===== src/rtl/spmv_pkg.sv =====
// Shared types and constants for the sparse matrix-vector row scheduler.
// Latency: n/a (types only).
// Backpressure: n/a.
package spmv_pkg;

    localparam int FP16_W = 16;
    localparam logic [FP16_W-1:0] FP16_ZERO = 16'h0000;

    // Row field of the tag is sized generously; the scheduler narrows it to ROW_W.
    localparam int TAG_ROW_W = 32;

    typedef enum logic [1:0] {
        ST_IDLE  = 2'd0,
        ST_RUN   = 2'd1,
        ST_DRAIN = 2'd2
    } state_e;

    typedef struct packed {
        logic                 valid;
        logic [TAG_ROW_W-1:0] row;
        logic                 last;
    } tag_t;

endpackage


===== src/rtl/spmv_prod_fifo.sv =====
// Synchronous show-ahead FIFO holding {product, row, last} results.
// Latency: a push is visible on rd_vld/rd_dat the following cycle.
// Backpressure: pop only when rd_rdy and not empty; push on a full FIFO is dropped unless a pop frees the slot.
module spmv_prod_fifo #(
    parameter  int DEPTH = 8,
    parameter  int W     = 33,
    localparam int AW    = (DEPTH > 1) ? $clog2(DEPTH) : 1,
    localparam int CW    = $clog2(DEPTH + 1)
) (
    input  logic          i_clk,
    input  logic          i_rstn,
    input  logic          wr_vld,
    input  logic [W-1:0]  wr_dat,
    input  logic          rd_rdy,
    output logic          rd_vld,
    output logic [W-1:0]  rd_dat,
    output logic [CW-1:0] count
);

    logic [W-1:0]  mem_q [DEPTH];
    logic [W-1:0]  mem_d [DEPTH];
    logic [AW-1:0] wr_ptr_q, wr_ptr_d;
    logic [AW-1:0] rd_ptr_q, rd_ptr_d;
    logic [CW-1:0] count_q, count_d;
    logic          push;
    logic          pop;

    function automatic logic [AW-1:0] ptr_inc(input logic [AW-1:0] p);
        return (p == AW'(DEPTH - 1)) ? '0 : p + AW'(1);
    endfunction

    assign pop    = rd_rdy && (count_q != '0);
    assign push   = wr_vld && ((count_q != CW'(DEPTH)) || pop);
    assign rd_vld = (count_q != '0);
    assign rd_dat = rd_vld ? mem_q[rd_ptr_q] : '0;
    assign count  = count_q;

    // Next-state for storage, pointers and occupancy.
    always_comb begin
        mem_d    = mem_q;
        wr_ptr_d = wr_ptr_q;
        rd_ptr_d = rd_ptr_q;
        count_d  = count_q;
        if (push) begin
            mem_d[wr_ptr_q] = wr_dat;
            wr_ptr_d        = ptr_inc(wr_ptr_q);
        end
        if (pop) begin
            rd_ptr_d = ptr_inc(rd_ptr_q);
        end
        case ({push, pop})
            2'b10:   count_d = count_q + CW'(1);
            2'b01:   count_d = count_q - CW'(1);
            default: count_d = count_q;
        endcase
    end

    // Storage and pointer registers; reset empties the FIFO.
    always_ff @(posedge i_clk or negedge i_rstn) begin
        if (!i_rstn) begin
            for (int i = 0; i < DEPTH; i++) begin
                mem_q[i] <= '0;
            end
            wr_ptr_q <= '0;
            rd_ptr_q <= '0;
            count_q  <= '0;
        end else begin
            mem_q    <= mem_d;
            wr_ptr_q <= wr_ptr_d;
            rd_ptr_q <= rd_ptr_d;
            count_q  <= count_d;
        end
    end

endmodule


===== src/rtl/spmv_row_sched.sv =====
// Streams CSR nonzeros to an external fp16 multiplier and queues tagged products per row.
// Latency: element accepted at cycle t gives m_valid at t+2+MUL_LAT at the earliest.
// Backpressure: s_ready is a credit check (FIFO count + in-flight < FIFO_DEPTH); the multiplier never stalls.
module spmv_row_sched
    import spmv_pkg::*;
#(
    parameter int MUL_LAT    = 3,
    parameter int FIFO_DEPTH = 8,
    parameter int ROW_W      = 16,
    parameter int COL_W      = 12
) (
    input  logic              i_clk,
    input  logic              i_rstn,
    input  logic              i_start,
    input  logic [ROW_W-1:0]  i_nrows,
    input  logic              s_valid,
    output logic              s_ready,
    input  logic [FP16_W-1:0] s_value,
    input  logic [COL_W-1:0]  s_col,
    input  logic              s_last,
    output logic [COL_W-1:0]  o_vec_addr,
    input  logic [FP16_W-1:0] i_vec_rdata,
    output logic [FP16_W-1:0] o_mul_vector,
    output logic [FP16_W-1:0] o_mul_value,
    input  logic [FP16_W-1:0] i_mul_result,
    output logic              m_valid,
    input  logic              m_ready,
    output logic [FP16_W-1:0] m_product,
    output logic [ROW_W-1:0]  m_row,
    output logic              m_last,
    output logic              o_busy,
    output logic              o_done
);

    localparam int FW = FP16_W + ROW_W + 1;
    localparam int CW = $clog2(FIFO_DEPTH + 1);
    localparam int IW = $clog2(MUL_LAT + 2);

    state_e            state_q, state_d;
    logic [ROW_W-1:0]  row_q, row_d;
    logic [ROW_W-1:0]  nrows_q, nrows_d;
    logic [FP16_W-1:0] value_q, value_d;
    tag_t              tag_q [MUL_LAT+1];
    tag_t              tag_d [MUL_LAT+1];
    logic              done_q, done_d;

    logic              s_acc;
    logic              last_row;
    logic              drain_empty;
    logic              credit_ok;
    logic [IW-1:0]     inflight;
    logic [CW-1:0]     fifo_count;
    logic              fifo_wr_vld;
    logic [FW-1:0]     fifo_wr_dat;
    logic [FW-1:0]     fifo_rd_dat;

    assign s_acc       = s_valid && s_ready;
    assign last_row    = (row_q == (nrows_q - ROW_W'(1)));
    assign drain_empty = (inflight == '0) && !m_valid;
    assign credit_ok   = (32'(fifo_count) + 32'(inflight)) < 32'(FIFO_DEPTH);

    // Count issued elements still travelling through the multiplier.
    always_comb begin
        inflight = '0;
        for (int i = 0; i <= MUL_LAT; i++) begin
            inflight = inflight + IW'(tag_q[i].valid);
        end
    end

    // FSM state register.
    always_ff @(posedge i_clk or negedge i_rstn) begin
        if (!i_rstn) begin
            state_q <= ST_IDLE;
        end else begin
            state_q <= state_d;
        end
    end

    // FSM next-state: a zero-row pass never leaves IDLE.
    always_comb begin
        state_d = state_q;
        case (state_q)
            ST_IDLE:  if (i_start && (i_nrows != '0)) state_d = ST_RUN;
            ST_RUN:   if (s_acc && s_last && last_row) state_d = ST_DRAIN;
            ST_DRAIN: if (drain_empty) state_d = ST_IDLE;
            default:  state_d = ST_IDLE;
        endcase
    end

    // FSM outputs: input credit, busy flag and end-of-pass pulse request.
    always_comb begin
        s_ready = 1'b0;
        done_d  = 1'b0;
        o_busy  = (state_q != ST_IDLE);
        case (state_q)
            ST_IDLE:  done_d  = i_start && (i_nrows == '0);
            ST_RUN:   s_ready = credit_ok;
            ST_DRAIN: done_d  = drain_empty;
            default:  ;
        endcase
    end

    // Row bookkeeping, operand capture and the tag pipeline that mirrors the multiplier.
    always_comb begin
        nrows_d = nrows_q;
        row_d   = row_q;
        if ((state_q == ST_IDLE) && i_start) begin
            nrows_d = i_nrows;
            row_d   = '0;
        end else if (s_acc && s_last) begin
            row_d = row_q + ROW_W'(1);
        end

        value_d = s_acc ? s_value : FP16_ZERO;

        tag_d[0] = '0;
        if (s_acc) begin
            tag_d[0].valid = 1'b1;
            tag_d[0].row   = TAG_ROW_W'(row_q);
            tag_d[0].last  = s_last;
        end
        for (int i = 1; i <= MUL_LAT; i++) begin
            tag_d[i] = tag_q[i-1];
        end
    end

    // Datapath registers; reset discards all in-flight tags.
    always_ff @(posedge i_clk or negedge i_rstn) begin
        if (!i_rstn) begin
            nrows_q <= '0;
            row_q   <= '0;
            value_q <= FP16_ZERO;
            done_q  <= 1'b0;
            for (int i = 0; i <= MUL_LAT; i++) begin
                tag_q[i] <= '0;
            end
        end else begin
            nrows_q <= nrows_d;
            row_q   <= row_d;
            value_q <= value_d;
            done_q  <= done_d;
            for (int i = 0; i <= MUL_LAT; i++) begin
                tag_q[i] <= tag_d[i];
            end
        end
    end

    // The RAM read is issued straight from the stream; operands are zero unless an issue is live.
    assign o_vec_addr   = s_col;
    assign o_mul_value  = tag_q[0].valid ? value_q : FP16_ZERO;
    assign o_mul_vector = tag_q[0].valid ? i_vec_rdata : FP16_ZERO;
    assign o_done       = done_q;

    // The oldest tag lines up with the multiplier output.
    assign fifo_wr_vld = tag_q[MUL_LAT].valid;
    assign fifo_wr_dat = {i_mul_result, tag_q[MUL_LAT].row[ROW_W-1:0], tag_q[MUL_LAT].last};

    spmv_prod_fifo #(
        .DEPTH (FIFO_DEPTH),
        .W     (FW)
    ) u_prod_fifo (
        .i_clk  (i_clk),
        .i_rstn (i_rstn),
        .wr_vld (fifo_wr_vld),
        .wr_dat (fifo_wr_dat),
        .rd_rdy (m_ready),
        .rd_vld (m_valid),
        .rd_dat (fifo_rd_dat),
        .count  (fifo_count)
    );

    assign {m_product, m_row, m_last} = fifo_rd_dat;

endmodule


===== config.mk =====
export PLATFORM = sky130hd
export DESIGN_NAME = spmv_row_sched
export DESIGN_NICKNAME = d
export VERILOG_FILES = /design/src/rtl/spmv_pkg.sv /design/src/rtl/spmv_prod_fifo.sv /design/src/rtl/spmv_row_sched.sv
export SDC_FILE = /design/constraint.sdc
export NUM_CORES = 1
export LEC_CHECK = 0
export ABC_AREA = 1
export BUFFER_PORTS_ARGS = -buffer_cell sky130_fd_sc_hd__buf_2
export CAP_MARGIN = 5
export CORE_ASPECT_RATIO = 1.75
export CORE_MARGIN = 2
export CORE_UTILIZATION = 40
export DETAILED_ROUTE_END_ITERATION = 7
export SYNTH_ARGS = -nofsm -noshare
export SYNTH_HDL_FRONTEND = slang
export SYNTH_SLANG_ARGS = --single-unit

===== constraint.sdc =====
create_clock -name i_clk -period 8.1 [get_ports i_clk]
set_clock_uncertainty 0.1 [all_clocks]
set_input_delay 0.81 -clock i_clk [delete_from_list [all_inputs] [get_ports i_clk]]
set_output_delay 0.81 -clock i_clk [all_outputs]
set_load 0.01 [all_outputs]

==> results.sh, run 1 <==
export IMPL_outcome="finished, final reports clean"
export IMPL_synthTopCellsByArea="dfrtp_1 (57%), o21ai_0 (9.9%), nand2_1 (8.8%)"
export IMPL_synthesis_nets=2125
export IMPL_crit_arrival_ns=3.56
export IMPL_hp_class="primary input to asynchronous set/reset pin"
export IMPL_avgSynthCellArea_um2=8.67
export IMPL_vias=13800
export IMPL_cts_sinks=397
export IMPL_start_util=0.405
export IMPL_hold_violations=0
export IMPL_p_leak_nw=9.57
export IMPL_port_buffers=138
export IMPL_overflow=0
export IMPL_cpMostUsedCell="o21ai_0"
export IMPL_netlist_area_mm2=0.0176
export IMPL_rr_endpoint="row_q[9]"
export IMPL_synth_edf_count=0
export IMPL_dpl_hpwl_mm=25.6
export IMPL_htreeDepth=2
export IMPL_rows=101
export IMPL_clock_path_buffers=3
export IMPL_multi_input_area_mm2=0.00638
export IMPL_postCtsHoldBufs=0
export IMPL_cts_tree="yes"
export IMPL_root_buffer="clkbuf_16"
export IMPL_post_cts_buffers=0
export IMPL_power_density_mw_per_mm2=364
export IMPL_cp_startpoint="u_prod_fifo.rd_ptr_q[0]"
export IMPL_critPathMaxFanout=97
export IMPL_drt_wl_total_mm=43.2
export IMPL_r2r_slack_ns=4.66
export IMPL_yosysTopAreaCellShare=0.565
export IMPL_wl_met2_mm=22.1
export IMPL_synth_warnings=0
export IMPL_avgViaCountPerCell=5.14
export IMPL_drt_met1_wl_mm=17.9
export IMPL_wl_met3_mm=2.06
export IMPL_synth_top_cell_by_area="dfrtp_1"
export IMPL_fillers=4260
export IMPL_place_congestion=0.841
export IMPL_die_w_um=162
export IMPL_start_kind="flop"
export IMPL_fin_total_pwr_w=0.00717
export IMPL_seq_area_mm2=0.00994
export IMPL_grt_pass1_vias=13900
export IMPL_cts_resized=0
export IMPL_fp_dieH_um=281
export IMPL_tightest_slew_ns=1.02
export IMPL_clk_pin_slew_ns=0.06
export IMPL_netlist_instances=2028
export IMPL_finalCriticalPeriod_ns=4.47
export IMPL_avgRoutedWirePerCell_um=16.1
export IMPL_first_pass_iters=5
export IMPL_ys_top_cells_by_count="nand2_1 (410), dfrtp_1 (397), o21ai_0 (346)"
export IMPL_insertion_delay_ns=0.54
export IMPL_ios=163
export IMPL_drive_gt1_frac=0.120
export IMPL_finalMaxSlewViolations=0
export IMPL_crit_type="flop to primary output"
export IMPL_rsz0062_at_grt="no"
export IMPL_reg2reg_depth=17
export IMPL_min_period_over_period=0.552
export IMPL_grtUsageTotal=0.195
export IMPL_async_reset_ff_frac=1.00
export IMPL_cts_inserted_buffers=38
export IMPL_drv_cap=0
export IMPL_yosysMostFrequentCell="nand2_1"
export IMPL_diodes=0
export IMPL_grt_pass1_wl_mm=71.8
export IMPL_drc=0
export IMPL_yosysUniqueCellTypes=40
export IMPL_totalNegativeSetupSlack_ns=0
export IMPL_critPathRequiredTime_ns=7.19
export IMPL_top_layer_used="met4"
export IMPL_area_delta_synth_final_pct=12.0
export IMPL_die_area_mm2=0.0457
export IMPL_ir_worst_vdd_mv=0.188
export IMPL_r2r_start="tag_d[33]"
export IMPL_synth_ff_type="dfrtp_1"
export IMPL_timing_slew_headroom=0.322
export IMPL_critPathMaxStageDelay_ns=0.78
export IMPL_crit_slowest_cell="buf_4"
export IMPL_ys_seq_area_frac=0.565
export IMPL_layout_nets=2190
export IMPL_core_area_mm2=0.0433
export IMPL_drtAntennaViolNets=0
export IMPL_antenna_found_initial=0
export IMPL_grt_max_degree=174
export IMPL_fmax_mhz=224
export IMPL_crit_path_cell_trace="clkinv_2 > buf_4 > o21ai_0 > o22ai_1 > o21ai_0 > a31oi_1 > buf_2"
export IMPL_ys_ff_latch=397
export IMPL_cp_end_kind="primary output"
export IMPL_drt_initial_drc_count=832
export IMPL_setup_violations_final=0
## stage by stage
| stage | utilization | area [µm²] | hold WS [ns] | instances | worst slack, ns |
|---|---|---|---|---|---|
| 2_1_floorplan | - | 17600 | 0.231 | 2028 | 5.18 |
| 3_3_place_gp | 0.425 | 18400 | 0.232 | 2619 | 4.18 |
| 3_5_place_dp | 0.425 | 18400 | 0.235 | 2619 | 4.22 |
| 4_1_cts | 0.454 | 19700 | 0.221 | 2688 | 3.61 |
| 5_1_grt | 0.454 | 19700 | 0.249 | 2688 | 3.34 |
| 6_report | 0.454 | 19700 | 0.150 | 2688 | 3.63 |
## kinds of logic (layout without fill, tap and decap cells)
family	after synthesis	count (layout)	synth area share
compound gates	546	546	0.161
flops	397	397	0.565
fa+ha+maj	15	15	0.0115
buf+inv	276	370	0.0720
xor+xnor	17	17	0.00847
simple gates	777	777	0.182
## worst max-delay path: cells and delay by family (launching register included)
kind	cells	cell delay, ns
AO/OA/AOI/OAI	4	0.78
flip-flops	1	0.71
buffers and inverters	3	1.41
## state kept, by name, indices dropped and copies added, names as in the netlist
register,cells
u_prod_fifo.mem_q,264
tag_d,54
fifo_wr_dat,17
nrows_q,16
row_q,16
value_q,16
u_prod_fifo.count,4
u_prod_fifo.rd_ptr_q,3
u_prod_fifo.wr_ptr_q,3
state_q,2
fifo_wr_vld,1
o_done,1
## area by class of cell
class	count	share of cell area
Clock inverter	16	0.0109
Sequential cell	397	0.505
Tap cell	566	0.0360
Inverter	144	0.0276
Multi-Input combinational cell	1355	0.324
Timing Repair Buffer	157	0.0435
Clock buffer	53	0.0532
## cell usage in the layout (no fill, tap or decap), drive strengths merged
cell type and count:
a211oi 1, a21o 1, a21oi 14, a31oi 33, and2 2, buf 157
bufinv 4, clkbuf 53, clkinv 8, clkinvlp 1, dfrtp 397, fa 2
ha 13, inv 147, nand2 414, nand3 44, nand3b 3, nand4 12
nor2 280, nor3 16, nor4 6, o21a 1, o21ai 462, o21bai 1
o22ai 33, xnor2 11, xor2 6
## worst max-delay path by stage
| stage | to | slack (ns) | cells past startpoint |
|---|---|---|---|
| after global routing | m_row[8] | 3.34 | 7 |
| after global placement | m_row[2] | 4.18 | 7 |
| final | m_row[8] | 3.63 | 7 |
| after floorplan | s_ready | 5.18 | 11 |
| after CTS | m_row[8] | 3.61 | 7 |
| after detailed placement | m_row[2] | 4.22 | 7 |
## routing by layer
| layer | track usage | up-vias |
|---|---|---|
| li1 | - | 6746 |
| met1 | 0.235 | 6657 |
| met2 | 0.356 | 338 |
| met3 | 0.0289 | 69 |
| met4 | 0.0610 | 0 |
| met5 | 0 | - |
## power by group
part | total (W) | switching [W] | internal [W]
registers | 0.00279 | 0.000331 | 0.00246
logic | 0.00257 | 0.00167 | 0.000898
clock network | 0.00181 | 0.000769 | 0.00104
total | 0.00717 | 0.00277 | 0.00440
Power figures use the tool's default switching activity.
==> run 2: changes to the inputs <==
ABC_AREA = 0   (was 1)
clock period = 4 ns   (was 8.1 ns; I/O delays follow)
==> run 2 against run 1 <==
Net effect: non-clock buffer count is 41 higher; area after synthesis decreased by 1.4%; hold slack got worse by 0.12 ns; via count fell by 27%; die area decreased by 1.3%; wire length decreased by 13%; highest routed layer unchanged.
==> results.sh, run 2 <==
export IMPL_grt_pass1_wl_mm=60.5
export IMPL_crit_type="flop to flop"
export IMPL_ys_ff_latch=397
export IMPL_synthesis_nets=1286
export IMPL_core_area_mm2=0.0427
export IMPL_rsz0062_at_grt="no"
export IMPL_area_delta_synth_final_pct=16.5
export IMPL_critPathMaxFanout=4
export IMPL_avgSynthCellArea_um2=14.6
export IMPL_multi_input_area_mm2=0.00699
export IMPL_port_buffers=138
export IMPL_finalMaxSlewViolations=0
export IMPL_min_period_over_period=0.905
export IMPL_rows=100
export IMPL_start_util=0.406
export IMPL_tightest_slew_ns=0.724
export IMPL_async_reset_ff_frac=1.00
export IMPL_synth_ff_type="dfrtp_1"
export IMPL_p_leak_nw=9.68
export IMPL_drt_wl_total_mm=37.7
export IMPL_clk_pin_slew_ns=0.07
export IMPL_dpl_hpwl_mm=24.0
export IMPL_drtAntennaViolNets=0
export IMPL_timing_slew_headroom=0.518
export IMPL_cp_end_kind="flop"
export IMPL_avgViaCountPerCell=5.21
export IMPL_largest_register="u_prod_fifo.mem_q"
export IMPL_drive_gt1_frac=0.432
export IMPL_crit_arrival_ns=3.94
export IMPL_die_area_mm2=0.0451
export IMPL_netlist_instances=1189
export IMPL_synth_top_cell_by_area="dfrtp_1"
export IMPL_fillers=3742
export IMPL_ys_seq_area_frac=0.573
export IMPL_critPathRequiredTime_ns=4.32
export IMPL_start_kind="flop"
export IMPL_cts_sinks=397
export IMPL_finalCriticalPeriod_ns=3.62
export IMPL_ir_worst_vdd_mv=0.436
export IMPL_place_congestion=0.826
export IMPL_fin_total_pwr_w=0.0132
export IMPL_htreeDepth=2
export IMPL_yosysUniqueCellTypes=49
export IMPL_cts_inserted_buffers=37
export IMPL_dp_cells=1839
export IMPL_p_int_w=0.00905
export IMPL_seq_power_share=0.431
export IMPL_synth_warnings=0
export IMPL_diodes=0
export IMPL_grt_max_degree=103
export IMPL_whs_ns=0.0269
export IMPL_seq_area_mm2=0.00994
export IMPL_grtUsageTotal=0.171
export IMPL_setup_violations_final=0
export IMPL_ys_top_cells_by_count="dfrtp_1 (397), mux2_2 (280), mux4_2 (66)"
export IMPL_ios=163
export IMPL_first_pass_iters=4
export IMPL_drc=0
export IMPL_root_buffer="clkbuf_16"
export IMPL_netlist_area_mm2=0.0173
export IMPL_layout_commonest_cell="dfrtp_1"
export IMPL_layout_cells_most_common_list="dfrtp_1 (394), mux2_2 (280), buf_2 (137), mux4_2 (66), and2_1 (65)"
export IMPL_p_sw_w=0.00412
export IMPL_power_density_mw_per_mm2=652
export IMPL_avgRoutedWirePerCell_um=19.5
export IMPL_hold_violations=0
export IMPL_yosysMostFrequentCell="dfrtp_1"
export IMPL_drv_cap=0
export IMPL_instances_no_fill=1931
export IMPL_yosysTopAreaCellShare=0.573
export IMPL_antenna_found_initial=0
export IMPL_hp_class="primary input to flop"
export IMPL_clockPowerShare=0.261
export IMPL_synth_edf_count=0
export IMPL_swShare=0.313
export IMPL_vias=10100
export IMPL_fp_dieH_um=279
export IMPL_grt_pass1_vias=11000
export IMPL_outcome="finished, final reports clean"
export IMPL_die_w_um=161
export IMPL_p_comb_frac=0.307
export IMPL_overflow=0
export IMPL_post_cts_buffers=0
export IMPL_fmax_mhz=276
export IMPL_drt_initial_drc_count=403
export IMPL_totalNegativeSetupSlack_ns=0
export IMPL_largest_reg_flops=264
export IMPL_cts_tree="yes"
export IMPL_layout_nets=1442
export IMPL_clock_path_buffers=3
export IMPL_synthTopCellsByArea="dfrtp_1 (57%), mux2_2 (18%), mux4_2 (8.6%)"
export IMPL_insertion_delay_ns=0.54
[run 2: area by class of cell]
type	count	share of cell area
inverters	22	0.00409
flip-flops and latches	397	0.492
multi-input cells	689	0.346
well taps	561	0.0348
clock buffers	54	0.0530
clock inverters	10	0.00496
repair buffers	198	0.0642
[run 2: routing by layer]
metal	global-route usage	part of all wire	vias up
met2	0.311	0.53	185
met1	0.206	0.41	5253
met4	0.0650	0.031	0
li1	-	-	4559
met3	0.0216	0.031	71
met5	0	0	-
[run 2: timing repair]
action / in CTS / in global routing
gates resized for setup: 0 / 1
setup endpoints to repair: 0 / 1
hold buffers: 28 / 0
endpoints found under the hold margin: 107 / 0
[run 2: final timing paths]
| check | start | to | slack (ns) | cells after the start |
|---|---|---|---|---|
| max reg2reg | tag_d[33] | state_q[0] | 0.38 | 12 |
| max | tag_d[33] | state_q[0] | 0.38 | 12 |
| min reg2reg | tag_d[49] | tag_d[15] | 0.23 | 0 |
| min in group asynchronous | i_rstn | value_q[8] | 0.33 | 2 |
| max in group asynchronous | i_rstn | u_prod_fifo.mem_q[29] | 2.41 | 3 |
| min | i_nrows[3] | nrows_q[3] | 0.03 | 2 |
[run 2: power groups by stage]
stage	Sequential (W)	Clock (W)	Combinational [W]
2_1_floorplan	0.00534	0	0.00313
3_3_place_gp	0.00571	0	0.00404
3_5_place_dp	0.00577	0	0.00412
4_1_cts	0.00570	0.00355	0.00415
5_1_grt	0.00582	0.00370	0.00445
6_report	0.00568	0.00344	0.00405
[run 2: worst max-delay path, cell delays in order (launching register included)]
cell and delay [ns]:
dfrtp_1 0.34, inv_1 0.06, fa_1 0.53, inv_1 0.04, ha_1 0.17, ha_1 0.19, ha_1 0.18, or4b_1 0.52
a211oi_2 0.27, nand2_1 0.14, a2111o_1 0.30, or4_1 0.43, o31a_1 0.26
[run 2: cell families (layout without fill, tap and decap cells)]
| kind of cell | after synthesis | in the layout | share of synthesized area |
|---|---|---|---|
| flops | 397 | 397 | 0.573 |
| simple gates | 204 | 204 | 0.0635 |
| fa+ha+maj | 15 | 15 | 0.0117 |
| compound gates | 59 | 59 | 0.0231 |
| mux | 380 | 380 | 0.287 |
| buf+inv | 103 | 284 | 0.0256 |
| xor+xnor | 31 | 31 | 0.0157 |
[run 2: per-stage QoR]
stage                     setup slack (ns)  instance area, µm²   util
after floorplan                      0.447               17300      -
after global placement               0.341               18700  0.439
after detailed placement             0.247               18700  0.439
after CTS                            0.248               20200  0.473
after global routing                 0.137               20200  0.473
final                                0.380               20200  0.473
==> run 3: changes to the inputs <==
CORE_UTILIZATION = 54   (was 40)
PLACE_DENSITY = 0.77   (was default)
SETUP_SLACK_MARGIN = 0.5   (was default)
==> run 3 against run 2 <==
Net effect: critical path depth stayed put; hold slack better by 0.00077 ns; via count is 0.57% higher; count of clock-buffer cells in the layout is 5 lower; worst setup slack better by 0.17 ns; clock power is 3% higher; fmax is 4.9% higher; register-to-register slack better by 0.17 ns; utilization is 16 points higher.
==> results.sh, run 3 (synthesized netlist as in run 2, its figures left out) <==
export IMPL_outcome="finished, final reports clean"
export IMPL_wl_met2_mm=19.3
export IMPL_insertion_delay_ns=0.53
export IMPL_largest_register="u_prod_fifo.mem_q"
export IMPL_cts_inserted_buffers=37
export IMPL_p_leak_nw=9.68
export IMPL_holdPathEnd="nrows_q[7]"
export IMPL_grtUsageTotal=0.217
export IMPL_start_util=0.550
export IMPL_core_area_mm2=0.0315
export IMPL_wl_met3_mm=1.18
export IMPL_antenna_found_initial=0
export IMPL_p_comb_frac=0.299
export IMPL_layout_cells_most_common_list="dfrtp_1 (394), mux2_2 (280), buf_2 (137), mux4_2 (66), and2_1 (65)"
export IMPL_swShare=0.307
export IMPL_vias=10100
export IMPL_die_w_um=139
export IMPL_critPathMaxStageDelay_ns=0.53
export IMPL_grt_pass1_wl_mm=57.5
export IMPL_area_delta_synth_final_pct=15.5
export IMPL_fillers=2281
export IMPL_holdPathStages=2
export IMPL_clk_pin_slew_ns=0.06
export IMPL_totalNegativeSetupSlack_ns=0
export IMPL_layout_commonest_cell="dfrtp_1"
export IMPL_overflow=0
export IMPL_diodes=0
export IMPL_critPathMaxFanout=4
export IMPL_avgRoutedWirePerCell_um=20.2
export IMPL_crit_slowest_cell="fa_1"
export IMPL_grt_max_degree=122
export IMPL_seq_power_share=0.435
export IMPL_first_pass_iters=4
export IMPL_drc=0
export IMPL_rows=86
export IMPL_layout_nets=1437
export IMPL_crit_type="flop to flop"
export IMPL_start_kind="flop"
export IMPL_crit_arrival_ns=3.76
export IMPL_fin_total_pwr_w=0.0133
export IMPL_critPathRequiredTime_ns=4.31
export IMPL_drtAntennaViolNets=0
export IMPL_rsz0062_at_grt="yes"
export IMPL_cpMostUsedCell="ha_4"
export IMPL_timing_slew_headroom=0.356
export IMPL_drive_gt1_frac=0.444
export IMPL_r2r_start="tag_d[33]"
export IMPL_setup_violations_final=0
export IMPL_clockPowerShare=0.266
export IMPL_port_buffers=138
export IMPL_top_layer_used="met4"
export IMPL_p_int_w=0.00921
export IMPL_hold_violations=0
export IMPL_drv_cap=0
export IMPL_dpl_hpwl_mm=22.3
export IMPL_cts_sinks=397
export IMPL_die_area_mm2=0.0336
export IMPL_finalCriticalPeriod_ns=3.45
export IMPL_clock_path_buffers=3
export IMPL_fmax_mhz=290
export IMPL_htreeDepth=2
export IMPL_cp_end_kind="flop"
export IMPL_cts_tree="yes"
export IMPL_ir_worst_vdd_mv=0.425
export IMPL_finalMaxSlewViolations=0
export IMPL_drt_initial_drc_count=568
export IMPL_place_congestion=0.874
export IMPL_worstHoldStart="i_nrows[7]"
export IMPL_largest_reg_flops=264
export IMPL_r2r_slack_ns=0.55
export IMPL_drt_wl_total_mm=35.5
export IMPL_fp_dieH_um=241
export IMPL_ios=163
export IMPL_power_density_mw_per_mm2=664
export IMPL_min_period_over_period=0.862
export IMPL_reg2reg_depth=12
export IMPL_grt_pass1_vias=10900
export IMPL_avgViaCountPerCell=5.75
export IMPL_rr_endpoint="state_q[0]"
export IMPL_hp_class="primary input to flop"
export IMPL_p_sw_w=0.00409
export IMPL_tightest_slew_ns=0.966
export IMPL_drt_met1_wl_mm=14.0
export IMPL_crit_path_cell_trace="inv_2 > fa_1 > inv_1 > ha_2 > ha_4 > ha_4 > or4b_4 > a211oi_4 > nand2_2 > a2111o_1 > or4_4 > o31a_1"
export IMPL_root_buffer="clkbuf_16"
run 3: changes by cell type in the layout (fill, tap and decap cells not counted), sizes merged:
cell,delta
dlygate4sd3,-6
clkinvlp,+1
buf,+1
clkbuf,-5
clkinv,+3
bufinv,+2
run 3: what timing repair did:
item                                   CTS  global route
hold buffers                            22             0
gates resized for setup                  3             9
buffers inserted                         0             1
endpoints found under the hold margin   88             0
pin swaps                                1             2
setup endpoints to repair                6            12
run 3: layer usage:
layer	GRT usage	up-vias
met5	0	-
met4	0.0790	0
met3	0.0313	69
met2	0.402	218
met1	0.256	5277
li1	-	4561
run 3: stage by stage:
step                 util  hold WS, ns  area (µm²)  instances  setup WS (ns)
global route        0.635       0.0124       20000       1762          0.423
CTS                 0.633      0.00250       20000       1761          0.503
global placement    0.587        0.232       18500       1674          0.417
finish              0.635       0.0277       20000       1762          0.551
floorplan               -      0.00441       17300       1189          0.532
detailed placement  0.587        0.235       18500       1674          0.341
run 3: worst max path at each step:
stage	start	to	cells after the start
2_1_floorplan	tag_d[33]	state_q[0]	12
3_3_place_gp	tag_d[33]	row_q[13]	13
3_5_place_dp	tag_d[33]	row_q[13]	13
4_1_cts	tag_d[33]	state_q[0]	12
5_1_grt	tag_d[33]	state_q[0]	12
6_report	tag_d[33]	state_q[0]	12
run 3: worst max-delay path: cells and delay by family (launching register included):
family          cells  cell delay, ns
compound gates      3            0.75
buf+inv             2            0.09
flops               1            0.35
simple gates        3            1.04
fa+ha+maj           4            1.02
run 3: area by class of cell:
class	count	area, µm²	share of cell area
flip-flops and latches	397	9940	0.497
multi-input cells	689	7070	0.353
repair buffers	193	1210	0.0602
clock buffers	49	1050	0.0525
well taps	396	495	0.0247
clock inverters	16	175	0.00875
inverters	22	82.6	0.00412
run 3: power groups by stage:
stage	combinational, W	clock (W)	sequential, W
finish	0.00398	0.00353	0.00579
global route	0.00436	0.00377	0.00591
CTS	0.00398	0.00362	0.00578
detailed placement	0.00394	0	0.00584
global placement	0.00384	0	0.00577
floorplan	0.00315	0	0.00534
